File: src/rtl/vga_io_port_arbiter.sv
// Per-access arbiter for the VGA memory io port: CPU vs fill/copy engine, round-robin on conflict.
// CPU write acks at +1 and read at +2. A requester that loses arbitration simply holds its request; it waits at most one cycle.
module vga_io_port_arbiter (
  input  logic        main_clk,
  input  logic        reset_n,
  input  logic        cpu_req,
  input  logic        cpu_write,
  input  logic        cpu_byte_op,
  input  logic [14:0] cpu_addr,
  input  logic [15:0] cpu_wdata,
  output logic [15:0] cpu_rdata,
  output logic        cpu_ack,
  input  logic        cmd_valid,
  output logic        cmd_ready,
  input  logic        cmd_copy,
  input  logic [14:0] cmd_src,
  input  logic [14:0] cmd_dst,
  input  logic [13:0] cmd_len,
  input  logic [15:0] cmd_fill_data,
  output logic        busy,
  output logic        done,
  output logic        mem_do_write,
  output logic        mem_do_byte_op,
  output logic [14:0] mem_addr,
  output logic [15:0] mem_write_data,
  input  logic [15:0] mem_read_data
);
  localparam logic [2:0] ST_IDLE = 3'd0;
  localparam logic [2:0] ST_FILL = 3'd1;
  localparam logic [2:0] ST_C_RD = 3'd2;
  localparam logic [2:0] ST_C_W1 = 3'd3;
  localparam logic [2:0] ST_C_W2 = 3'd4;
  localparam logic [2:0] ST_C_WR = 3'd5;
  localparam logic [2:0] ST_FIN  = 3'd6;

  logic [2:0]  r_state;
  logic [13:0] r_src;
  logic [13:0] r_dst;
  logic [13:0] r_len;
  logic [15:0] r_fill;
  logic [15:0] r_hold;
  logic        r_rr_eng_last;
  logic        r_rd_p1;
  logic        r_rd_p2;
  logic        r_wr_p1;

  logic w_cpu_elig;
  logic w_eng_elig;
  logic w_cpu_gnt;
  logic w_eng_gnt;
  logic w_accept;
  logic w_last_word;
  logic w_unused_lsb;

  // Addresses are held as word indices, so the byte LSBs of the command are dropped.
  assign w_unused_lsb = cmd_src[0] ^ cmd_dst[0];

  assign w_cpu_elig  = reset_n & cpu_req & ~(r_rd_p1 | r_rd_p2 | r_wr_p1);
  assign w_eng_elig  = (r_state == ST_FILL) | (r_state == ST_C_RD) | (r_state == ST_C_WR);
  assign w_cpu_gnt   = w_cpu_elig & (~w_eng_elig | r_rr_eng_last);
  assign w_eng_gnt   = w_eng_elig & ~w_cpu_gnt;
  assign w_accept    = cmd_valid & cmd_ready;
  assign w_last_word = (r_len == 14'd1);

  assign cmd_ready = (r_state == ST_IDLE);
  assign busy      = (r_state != ST_IDLE);
  assign done      = (r_state == ST_FIN);
  assign cpu_ack   = r_wr_p1 | r_rd_p2;
  assign cpu_rdata = r_rd_p2 ? mem_read_data : 16'h0000;

  always_comb begin
    mem_do_write   = 1'b0;
    mem_do_byte_op = 1'b0;
    mem_addr       = 15'h0000;
    mem_write_data = 16'h0000;
    if (w_cpu_gnt) begin
      mem_do_write   = cpu_write;
      mem_do_byte_op = cpu_byte_op;
      mem_addr       = cpu_addr;
      mem_write_data = cpu_wdata;
    end else if (w_eng_gnt) begin
      mem_do_write = (r_state != ST_C_RD);
      mem_addr     = (r_state == ST_C_RD) ? {r_src, 1'b0} : {r_dst, 1'b0};
      if (r_state == ST_FILL)
        mem_write_data = r_fill;
      else if (r_state == ST_C_WR)
        mem_write_data = r_hold;
    end
  end

  always_ff @(posedge main_clk or negedge reset_n) begin
    if (!reset_n) begin
      r_rd_p1       <= 1'b0;
      r_rd_p2       <= 1'b0;
      r_wr_p1       <= 1'b0;
      r_rr_eng_last <= 1'b1;
    end else begin
      r_rd_p1 <= w_cpu_gnt & ~cpu_write;
      r_rd_p2 <= r_rd_p1;
      r_wr_p1 <= w_cpu_gnt & cpu_write;
      if (w_cpu_gnt)
        r_rr_eng_last <= 1'b0;
      else if (w_eng_gnt)
        r_rr_eng_last <= 1'b1;
    end
  end

  always_ff @(posedge main_clk or negedge reset_n) begin
    if (!reset_n) begin
      r_state <= ST_IDLE;
      r_src   <= 14'h0000;
      r_dst   <= 14'h0000;
      r_len   <= 14'h0000;
      r_fill  <= 16'h0000;
      r_hold  <= 16'h0000;
    end else begin
      case (r_state)
        ST_IDLE: begin
          if (w_accept) begin
            r_src  <= cmd_src[14:1];
            r_dst  <= cmd_dst[14:1];
            r_len  <= cmd_len;
            r_fill <= cmd_fill_data;
            if (cmd_len == 14'd0)
              r_state <= ST_FIN;
            else if (cmd_copy)
              r_state <= ST_C_RD;
            else
              r_state <= ST_FILL;
          end
        end
        ST_FILL: begin
          if (w_eng_gnt) begin
            r_dst <= r_dst + 14'd1;
            r_len <= r_len - 14'd1;
            if (w_last_word)
              r_state <= ST_FIN;
          end
        end
        ST_C_RD: begin
          if (w_eng_gnt)
            r_state <= ST_C_W1;
        end
        ST_C_W1: r_state <= ST_C_W2;
        ST_C_W2: begin
          // Read issued in C_RD returns exactly here, two cycles later.
          r_hold  <= mem_read_data;
          r_state <= ST_C_WR;
        end
        ST_C_WR: begin
          if (w_eng_gnt) begin
            r_src   <= r_src + 14'd1;
            r_dst   <= r_dst + 14'd1;
            r_len   <= r_len - 14'd1;
            r_state <= w_last_word ? ST_FIN : ST_C_RD;
          end
        end
        ST_FIN:  r_state <= ST_IDLE;
        default: r_state <= ST_IDLE;
      endcase
    end
  end
endmodule
File: config.mk
export PLATFORM = sky130hd
export DESIGN_NAME = vga_io_port_arbiter
export DESIGN_NICKNAME = d
export VERILOG_FILES = /design/src/rtl/vga_io_port_arbiter.sv
export SDC_FILE = /design/constraint.sdc
export NUM_CORES = 1
export LEC_CHECK = 0
export CORE_ASPECT_RATIO = 2
export CORE_MARGIN = 2
export CORE_UTILIZATION = 51
export CTS_CLUSTER_DIAMETER = 30
export DETAILED_ROUTE_END_ITERATION = 10
export PLACE_DENSITY = 0.91
export SYNTH_ARGS = -nofsm -noshare
export SYNTH_HDL_FRONTEND = slang
export SYNTH_SLANG_ARGS = --single-unit
export TNS_END_PERCENT = 5
File: constraint.sdc
create_clock -name main_clk -period 5.49 [get_ports main_clk]
set_input_delay 1.098 -clock main_clk [delete_from_list [all_inputs] [get_ports main_clk]]
set_output_delay 1.098 -clock main_clk [all_outputs]
set_load 0.02 [all_outputs]
==> results of run 1 <==
[power groups by stage]
stage | Combinational, mW | Sequential [mW] | Clock, mW
2_1_floorplan | 1.53 | 1.07 | 0
3_3_place_gp | 2.04 | 1.17 | 0
3_5_place_dp | 2.11 | 1.20 | 0
4_1_cts | 2.13 | 1.20 | 0.629
5_1_grt | 2.31 | 1.25 | 0.660
6_report | 2.15 | 1.22 | 0.627
[cells by family (layout without fill, tap and decap cells)]
kind of cell | Yosys count | count (layout)
compound gates | 200 | 200
fa+ha+maj | 4 | 4
buf+inv | 64 | 196
flops | 81 | 81
mux | 33 | 33
simple gates | 223 | 223
[registers in the layout, summed over array words and instances, names as in the netlist]
signal	count
r_state	3
r_rd_p2	1
r_len	14
r_hold	16
r_dst	14
r_wr_p1	1
r_rd_p1	1
r_fill	16
r_rr_eng_last	1
r_src	14
[worst max-delay path: cells and delay by family]
family / cells / cell delay, ps
buf+inv: 4 / 1620
simple gates: 3 / 620
compound gates: 1 / 250
[worst paths after layout]
| check | startpoint | endpoint | slack [ps] | depth (start not counted) |
|---|---|---|---|---|
| min in group asynchronous | reset_n | r_hold[3]$_DFFE_PN0P_ | 1030 | 2 |
| worst min register to register | r_rd_p1$_DFF_PN0_ | r_rd_p2$_DFF_PN0_ | 390 | 0 |
| worst max-delay path | cpu_req | mem_do_write | 790 | 8 |
| worst max register to register | r_state[1]$_DFFE_PN0P_ | r_dst[10]$_DFFE_PN0P_ | 2560 | 5 |
| max in group asynchronous | reset_n | r_dst[5]$_DFFE_PN0P_ | 3800 | 2 |
| worst min-delay path | r_rd_p1$_DFF_PN0_ | r_rd_p2$_DFF_PN0_ | 390 | 0 |
[synth_stat cells, types with 5 or more instances]
| library cell | number |
|---|---|
| nand2_1 | 104 |
| nor2_1 | 16 |
| o22ai_1 | 16 |
| o2bb2a_1 | 8 |
| o22a_1 | 5 |
| a41oi_1 | 5 |
| o21ai_0 | 36 |
| a21oi_1 | 27 |
| inv_1 | 7 |
| and4_1 | 6 |
| nor3_1 | 7 |
| a31oi_1 | 11 |
| buf_2 | 23 |
| nor4_1 | 11 |
| a21o_1 | 6 |
| o2bb2ai_1 | 9 |
| dfrtp_1 | 80 |
| and2_1 | 23 |
| nor2b_1 | 5 |
| clkbuf_1 | 22 |
| nand3_1 | 14 |
| and3_1 | 6 |
| a22oi_1 | 19 |
| mux2_2 | 16 |
| o31ai_2 | 10 |
| nand4_1 | 6 |
| o211ai_1 | 6 |
| buf_1 | 5 |
| a2bb2oi_1 | 5 |
| mux2i_1 | 17 |
| a211oi_1 | 5 |
| o31ai_1 | 8 |
[through the flow]
stage | instances | power (mW) | utilization (%)
floorplan | 605 | 2.60 | -
global placement | 856 | 3.21 | 68.3
detailed placement | 856 | 3.31 | 68.3
CTS | 872 | 3.95 | 71.4
global route | 872 | 4.22 | 71.4
finish | 872 | 3.99 | 71.4
[per-layer routing]
layer / global-route usage (%) / part of all wire [%] / vias to the layer above
li1: - / - / 2525
met1: 34.1 / 35 / 2682
met2: 56.3 / 55 / 284
met3: 4.79 / 5.7 / 49
met4: 14.2 / 3.6 / 0
met5: 0 / 0 / -
[area by class of cell]
cell class	instances	area (um2)	area share (%)
clock buffer	10	239	3.30
clock inverter	6	72.6	1.00
inverter	8	30.0	0.414
multi-input combinational	460	3000	41.3
sequential	81	2030	28.0
tap	135	169	2.33
timing repair buffer	172	1710	23.6
[layout by cell type, fill, tap and decap left out, types with 6 or more instances in the layout]
cell type / count
a22oi_1: 19
and2_1: 23
nand2_1: 104
nor2_1: 16
a21o_1: 6
a21oi_1: 27
o21ai_0: 36
and3_1: 6
dfrtp_1: 80
nand4_1: 6
o211ai_1: 6
nand3_1: 14
and4_1: 6
o31ai_1: 8
mux2i_1: 17
buf_4: 8
o22ai_1: 16
o2bb2ai_1: 9
o31ai_2: 10
o2bb2a_1: 8
mux2_2: 16
clkdlybuf4s50_1: 163
nor3_1: 7
clkbuf_16: 9
a31oi_1: 11
inv_1: 7
nor4_1: 11
==> results.tsv, run 1 <==
metric	value	unit
status	complete, no violations	
Die Area	0.0113	mm2
Comb pwr share	53.8	%
Clock Skew	8.24	ps
largest family of logic cells by synthesized area	compound AO/OA/AOI/OAI gates	
CTS resizes	0	
Int Power	2.20	mW
Seq pwr share	30.5	%
filler cell count	780	
Remaining DRCs	0	
Post-Syn Nets	723	
mapped cell area	0.00531	mm2
row cnt	52	
simple-gate area share of the yosys netlist	21.5	%
CP Max Fanout	67	
# IOs	167	
router iterations before antenna repair	5	
hpwl dp	12200	um
RSZ-0062 raised after global routing	no	
Post-CTS Setup Inserts	0	
Final Cycle Share	85.5	%
H-Tree Depth	3	
Hold Violations, Final	0	
core area	0.0101	mm2
Critical Path AT	3600	ps
slew margin rel.	30.8	%
Reg clk slew, reported paths	70	ps
Mean Syn Cell Area	8.78	um2
initial antenna violation count	0	
Final Max Tran Viols	0	
fin nets	850	
vias per cell	6.35	
Clock power frac	15.7	%
CTS tree	built	
CTS Hold Bufs	0	
GPL Wtd Cong	0.903	
Required @ worst endpoint	4390	ps
Synth Area in Compound Gates	27.1	%
P_leak	2.88	nW
final standard cell area without fillers	0.00725	mm2
Placed Area	0.00693	mm2
Seq cells post-synth	81	
die width	76.2	um
hold slack	391	ps
Netlist cell types	70	
Crit path top cell by count	clkdlybuf4s50_1	
global-route wire length before repair	27700	um
Setup-failing EPs final	0	
root buffer cell	clkbuf_16	
share of the synthesized area in the top cell type	37.7	%
total routed wirelength	17300	um
DRT iter0 DRCs	560	
Area Growth Syn to Fin	36.5	%
post-synthesis xor/xnor area fraction	0	%
Synth area leader	dfrtp_1	
Ys Warns	0	
remaining antenna violation count	0	
crit path capture type	primary output	
multiplexer area fraction after synthesis	6.60	%
Post-synth EDFFs	0	
maximum clock rate	213	MHz
DR vias	5540	
top cells by area, synth	dfrtp_1 (38%), nand2_1 (7.4%), o21ai_0 (3.4%)	
Starting Density	52.3	%
Slew @ Worst Pin	1040	ps
clk sinks	81	
vias in the first global route	5523	
ant diodes	0	
Peak supply drop	0.349	mV
CTS Buf Count	9	
Sw Pwr	1.80	mW
crit path cell chain	clkdlybuf4s50_1 -> nor4bb_1 -> buf_4 -> o2111a_2 -> buf_12 -> and2_1 -> nand2b_1 -> clkdlybuf4s50_1	
Cell Pwr Density	551	mW/mm2
Skew-Pair Late Insertion Delay	350	ps
share of cells above drive strength 1	8.96	%
switching share of power	45.0	%
critical path type	in -> out	
most common flop cell mapped by yosys	dfrtp_1	
CP max-delay cell	clkdlybuf4s50_1	
die height	148	um
Startpoint Class	primary input	
WL/cell	19.8	um
Max stage delay on crit path	670	ps
asr flop ratio synth	100	%
Post-Synth Adder-Cell Area	0.943	%
Final TNS setup	0	ps
number of cells produced by synthesis	605	
sequential area share after synthesis	38.2	%
Port-buffer cells	164	
crit path time final	4700	ps
Final WS setup	794	ps
grt total ovfl	0	
maximum clock path buffer count	2	
max cap viols	0	
Hold Crit Class	reg -> reg	
pin count of the biggest net entering global routing	82	
GRT Total Usage	30.5	%
Setup WS pre-CTS	900	ps
Note: power is estimated with default switching activity, not from simulation.
==> run 2, diff against run 1 <==
--- a/config.mk
+++ b/config.mk
@@ -5,12 +5,14 @@
 export SDC_FILE = /design/constraint.sdc
 export NUM_CORES = 1
 export LEC_CHECK = 0
+export CELL_PAD_IN_SITES_DETAIL_PLACEMENT = 1
+export CELL_PAD_IN_SITES_GLOBAL_PLACEMENT = 1
 export CORE_ASPECT_RATIO = 2
-export CORE_MARGIN = 2
-export CORE_UTILIZATION = 51
+export CORE_MARGIN = 1
+export CORE_UTILIZATION = 37
 export CTS_CLUSTER_DIAMETER = 30
 export DETAILED_ROUTE_END_ITERATION = 10
-export PLACE_DENSITY = 0.91
+export PLACE_DENSITY = 0.9
 export SYNTH_ARGS = -nofsm -noshare
 export SYNTH_HDL_FRONTEND = slang
 export SYNTH_SLANG_ARGS = --single-unit
==> results.tsv, run 2 (synthesized netlist as in run 1, its figures left out) <==
metric	value	unit	change
largest registers	r_fill x16, r_hold x16		unchanged
WL/cell	21.7	um	was 19.8 um
Starting Density	38.0	%	was 52.3%
Area Growth Syn to Fin	37.2	%	was 36.5%
Final TNS setup	0	ps	unchanged
critical path type	reg -> out		was in -> out
Top Layer Used	met4		unchanged
Comb pwr share	55.0	%	was 53.8%
final standard cell area without fillers	0.00728	mm2	was 0.00725 mm2
maximum clock path buffer count	2		unchanged
Placed Area	0.00701	mm2	was 0.00693 mm2
Skew-Pair Late Insertion Delay	340	ps	was 350 ps
die height	171	um	was 148 um
Final Max Tran Viols	0		unchanged
vias per cell	6.04		was 6.35
ant diodes	0		unchanged
switching share of power	46.6	%	was 45.0%
Required @ worst endpoint	4390	ps	about the same
# IOs	167		unchanged
P_leak	2.86	nW	was 2.88 nW
remaining antenna violation count	0		unchanged
Port-buffer cells	164		unchanged
Cell Pwr Density	550	mW/mm2	was 551 mW/mm2
share of cells above drive strength 1	9.19	%	was 8.96%
Remaining DRCs	0		unchanged
Hold Violations, Final	0		unchanged
Core Util, Final	52.2	%	was 71.4%
Final WS setup	873	ps	was 794 ps
initial antenna violation count	0		unchanged
Setup WS pre-CTS	917	ps	was 900 ps
slew margin rel.	21.1	%	was 30.8%
Die Area	0.0149	mm2	was 0.0113 mm2
row cnt	61		was 52
Slew @ Worst Pin	1180	ps	was 1040 ps
Reg clk slew, reported paths	70	ps	about the same
Peak supply drop	0.221	mV	was 0.349 mV
met2 wire length	11500	um	was 9580 um
CTS tree	built		unchanged
Seq pwr share	30.9	%	was 30.5%
DR vias	5609		was 5540
DRT iter0 DRCs	483		was 560
H-Tree Depth	3		unchanged
commonest non-fill, non-tap cell in the layout	clkdlybuf4s50_1		unchanged
maximum clock rate	217	MHz	was 213 MHz
global-route wire length before repair	31700	um	was 27700 um
Final Cycle Share	84.1	%	was 85.5%
router iterations before antenna repair	4		was 5
Power Total	4.01	mW	was 3.99 mW
Hold Crit Class	reg -> reg		unchanged
grt total ovfl	0		unchanged
Critical Path AT	3520	ps	was 3600 ps
pin count of the biggest net entering global routing	82		unchanged
Finished Layout Cells	929		was 872
max cap viols	0		unchanged
placed instance count	913		was 856
Clock Skew	7.93	ps	was 8.24 ps
status	complete, no violations		unchanged
die width	86.7	um	was 76.2 um
total routed wirelength	20200	um	was 17300 um
met3 wire len	716	um	was 979 um
hold slack	393	ps	was 391 ps
CP Max Fanout	16		was 67
filler cell count	1626		was 780
Clock power frac	14.1	%	was 15.7%
crit path capture type	primary output		unchanged
commonest non-fill, non-tap cells in the layout	clkdlybuf4s50_1 (163), nand2_1 (104), dfrtp_1 (80), o21ai_0 (36), a21oi_1 (27)		unchanged
root buffer cell	clkbuf_16		unchanged
Setup-failing EPs final	0		unchanged
Sw Pwr	1.87	mW	was 1.80 mW
CTS Buf Count	9		unchanged
GPL Wtd Cong	0.879		was 0.903
Met1 Wirelength	7080	um	was 6120 um
Startpoint Class	flip-flop		was primary input
crit path time final	4620	ps	was 4700 ps
RSZ-0062 raised after global routing	no		unchanged
vias in the first global route	5956		was 5523
Post-CTS Setup Inserts	0		unchanged
core area	0.0140	mm2	was 0.0101 mm2
CTS Hold Bufs	0		unchanged
hpwl dp	14500	um	was 12200 um
Int Power	2.14	mW	was 2.20 mW
fin nets	853		was 850
CTS resizes	0		unchanged
GRT Total Usage	28.1	%	was 30.5%
clk sinks	81		unchanged
[run 2: power by group through the flow]
stage	Sequential, mW	Combinational [mW]	Clock [mW]
after global placement	1.19	2.07	0
after global routing	1.27	2.38	0.590
after floorplan	1.07	1.53	0
after detailed placement	1.23	2.17	0
final	1.24	2.20	0.566
after CTS	1.22	2.21	0.570
[run 2: final cells by class]
cell class              instances  area (um2)  share of cell area [%]
clock inverters                 6        43.8                   0.601
flip-flops and latches         81        2030                    27.8
clock buffers                  10         229                    3.14
multi-input cells             460        3000                    41.1
repair buffers                175        1720                    23.6
well taps                     189         236                    3.25
inverters                       8        30.0                   0.412
[run 2: worst paths after layout]
kind | from | end | slack, ps | cells past startpoint
max in group asynchronous | reset_n | r_dst[4]$_DFFE_PN0P_ | 3740 | 2
max reg2reg | r_state[2]$_DFFE_PN0P_ | r_dst[11]$_DFFE_PN0P_ | 2390 | 6
min reg2reg | r_rd_p1$_DFF_PN0_ | r_rd_p2$_DFF_PN0_ | 390 | 0
min | r_rd_p1$_DFF_PN0_ | r_rd_p2$_DFF_PN0_ | 390 | 0
max | r_state[1]$_DFFE_PN0P_ | mem_addr[11] | 870 | 5
min in group asynchronous | reset_n | r_rd_p1$_DFF_PN0_ | 1030 | 2
[run 2: worst max-delay path, cell delays in order, from the launching register on]
cell	delay, ps
dfrtp_1	650
nor2b_1	340
nor2b_1	970
a21boi_0	310
o21ai_0	240
clkdlybuf4s50_1	650
[run 2: per-layer routing]
layer / up-vias / GRT usage, %
li1: 2519 / -
met1: 2847 / 29.3
met2: 184 / 53.1
met3: 59 / 3.21
met4: 0 / 15.7
met5: - / 0
==> run 3, diff against run 2 <==
--- a/config.mk
+++ b/config.mk
@@ -9,10 +9,10 @@
 export CELL_PAD_IN_SITES_GLOBAL_PLACEMENT = 1
 export CORE_ASPECT_RATIO = 2
 export CORE_MARGIN = 1
-export CORE_UTILIZATION = 37
+export CORE_UTILIZATION = 31
 export CTS_CLUSTER_DIAMETER = 30
 export DETAILED_ROUTE_END_ITERATION = 10
-export PLACE_DENSITY = 0.9
+export PLACE_DENSITY = 0.81
 export SYNTH_ARGS = -nofsm -noshare
 export SYNTH_HDL_FRONTEND = slang
 export SYNTH_SLANG_ARGS = --single-unit
==> constraint.sdc (replaced) <==
create_clock -name main_clk -period 3.8 [get_ports main_clk]
set_input_delay 0.76 -clock main_clk [delete_from_list [all_inputs] [get_ports main_clk]]
set_output_delay 0.76 -clock main_clk [all_outputs]
set_load 0.02 [all_outputs]
==> results.tsv, run 3 (synthesized netlist as in run 1, its figures left out) <==
metric	value	unit	change
router iterations before antenna repair	4		unchanged
crit path capture type	primary output		unchanged
placed instance count	946		was 913
GRT Total Usage	23.3	%	was 28.1%
clk sinks	81		unchanged
vias per cell	5.77		was 6.04
worst r2r path cells	8		was 6
share of cells above drive strength 1	11.1	%	was 9.19%
Startpoint Class	primary input		was flip-flop
status	complete, no violations		unchanged
total routed wirelength	20100	um	was 20200 um
remaining antenna violation count	0		unchanged
Reg clk slew, reported paths	70	ps	about the same
worst r2r src	r_state[0]$_DFFE_PN0P_		was r_state[2]$_DFFE_PN0P_
Slew @ Worst Pin	1090	ps	was 1180 ps
Multi-input gate area	0.00300	mm2	unchanged
CTS tree	built		unchanged
WL/cell	20.8	um	was 21.7 um
Remaining DRCs	0		unchanged
hold slack	378	ps	was 393 ps
Hold Crit Class	reg -> reg		unchanged
RSZ-0062 raised after global routing	no		unchanged
Port-buffer cells	164		unchanged
hpwl dp	15000	um	was 14500 um
P_leak	3.44	nW	was 2.86 nW
die width	94.5	um	was 86.7 um
die height	187	um	was 171 um
pin count of the biggest net entering global routing	82		unchanged
DR vias	5558		was 5609
Final Cycle Share	96.3	%	
Area Growth Syn to Fin	42.8	%	was 37.2%
Max stage delay on crit path	590	ps	was 970 ps
root buffer cell	clkbuf_16		unchanged
CP max-delay cell	clkdlybuf4s50_1		was nor2b_1
Setup-failing EPs final	0		unchanged
maximum clock rate	273	MHz	
GPL Wtd Cong	0.856		was 0.879
Starting Density	31.7	%	was 38.0%
Cell Pwr Density	786	mW/mm2	was 550 mW/mm2
Required @ worst endpoint	3040	ps	was 4390 ps
slew margin rel.	27.1	%	was 21.1%
core area	0.0168	mm2	was 0.0140 mm2
global-route wire length before repair	31700	um	about the same
Final TNS setup	0	ps	unchanged
Finished Layout Cells	964		was 929
Skew-Pair Late Insertion Delay	340	ps	about the same
CTS Hold Bufs	0		unchanged
hold-critical path depth	0		unchanged
Hold EP	r_rd_p2$_DFF_PN0_		unchanged
CP Max Fanout	9		was 16
maximum clock path buffer count	2		unchanged
Die Area	0.0177	mm2	was 0.0149 mm2
Peak supply drop	0.278	mV	was 0.221 mV
critical path type	in -> out		was reg -> out
row cnt	67		was 61
Final Max Tran Viols	0		unchanged
CTS Buf Count	9		unchanged
Hold Path Origin	r_rd_p1$_DFF_PN0_		unchanged
DRT iter0 DRCs	306		was 483
Placed Area	0.00717	mm2	was 0.00701 mm2
R2R setup slack	990	ps	was 2390 ps
fin nets	868		was 853
commonest non-fill, non-tap cell in the layout	clkdlybuf4s50_1		unchanged
R2R Path End	r_len[1]$_DFFE_PN0P_		was r_dst[11]$_DFFE_PN0P_
commonest non-fill, non-tap cells in the layout	clkdlybuf4s50_1 (132), nand2_1 (104), dfrtp_1 (80), o21ai_0 (36), dlymetal6s2s_1 (31)		was clkdlybuf4s50_1 (163), nand2_1 (104), dfrtp_1 (80), o21ai_0 (36), a21oi_1 (27)
# IOs	167		unchanged
Clock Skew	10.2	ps	was 7.93 ps
crit path time final	3660	ps	
largest registers	r_fill x16, r_hold x16		unchanged
filler cell count	1965		was 1626
initial antenna violation count	2		was 0
crit path cell chain	clkdlybuf4s50_1 -> nor4bb_1 -> buf_4 -> o2111a_2 -> buf_4 -> and2_1 -> clkdlybuf4s50_1		was nor2b_1 -> nor2b_1 -> a21boi_0 -> o21ai_0 -> clkdlybuf4s50_1
vias in the first global route	5959		was 5956
register area	0.00203	mm2	unchanged
H-Tree Depth	3		unchanged
Hold Violations, Final	0		unchanged
final standard cell area without fillers	0.00758	mm2	was 0.00728 mm2
Critical Path AT	2900	ps	was 3520 ps
grt total ovfl	0		unchanged
max cap viols	0		unchanged
==> run 3: how the worst max path moves through the flow <==
| stage | start | end | slack [ps] |
|---|---|---|---|
| after floorplan | cpu_req | mem_addr[10] | 1030 |
| after global placement | cpu_req | mem_write_data[12] | 80 |
| after detailed placement | cpu_req | mem_addr[9] | 80 |
| after CTS | cpu_req | mem_write_data[14] | 40 |
| after global routing | cpu_req | mem_do_byte_op | 6 |
| final | cpu_req | mem_do_byte_op | 140 |
==> run 3: repair_timing <==
action | 4_1_cts | 5_1_grt
gates resized for setup | 0 | 31
buffers inserted | 0 | 0
endpoints found under the setup margin | 0 | 31
==> run 3: routing by layer <==
metal	vias up	track usage, %	part of all wire [%]
met1	2768	24.4	35
met2	168	42.2	56
li1	2556	-	-
met5	-	0	0
met4	0	15.3	5.6
met3	66	2.80	3.3
==> run 3: cell type report <==
| cell class | instances | share of cell area (%) |
|---|---|---|
| multi-input combinational | 460 | 39.5 |
| clock inverter | 6 | 1.19 |
| antenna | 2 | 0.0660 |
| inverter | 8 | 0.396 |
| sequential | 81 | 26.7 |
| clock buffer | 10 | 3.15 |
| timing repair buffer | 190 | 25.5 |
| tap | 207 | 3.42 |
==> run 3: power by group <==
part           internal, mW  leakage [nW]  total (mW)  switching (mW)
combinational          1.40          2.31        3.28            1.88
sequential             1.29         0.965        1.71           0.425
clock                 0.596         0.159       0.968           0.372
total                  3.28          3.44        5.96            2.68
==> run 3: worst max-delay path: cells and delay by family <==
| kind | cells | cell delay (ps) |
|---|---|---|
| AOI/OAI and AO/OA | 1 | 300 |
| buffers and inverters | 4 | 1420 |
| and+or+nand+nor | 2 | 420 |
==> run 3: stage by stage <==
step	utilization, %	power, mW	setup slack, ps
finish	45.2	5.96	142
global route	45.2	6.33	5.95
CTS	44.7	6.03	43.6
detailed placement	42.8	5.03	83.0
global placement	42.8	4.83	84.9
floorplan	-	3.76	1030
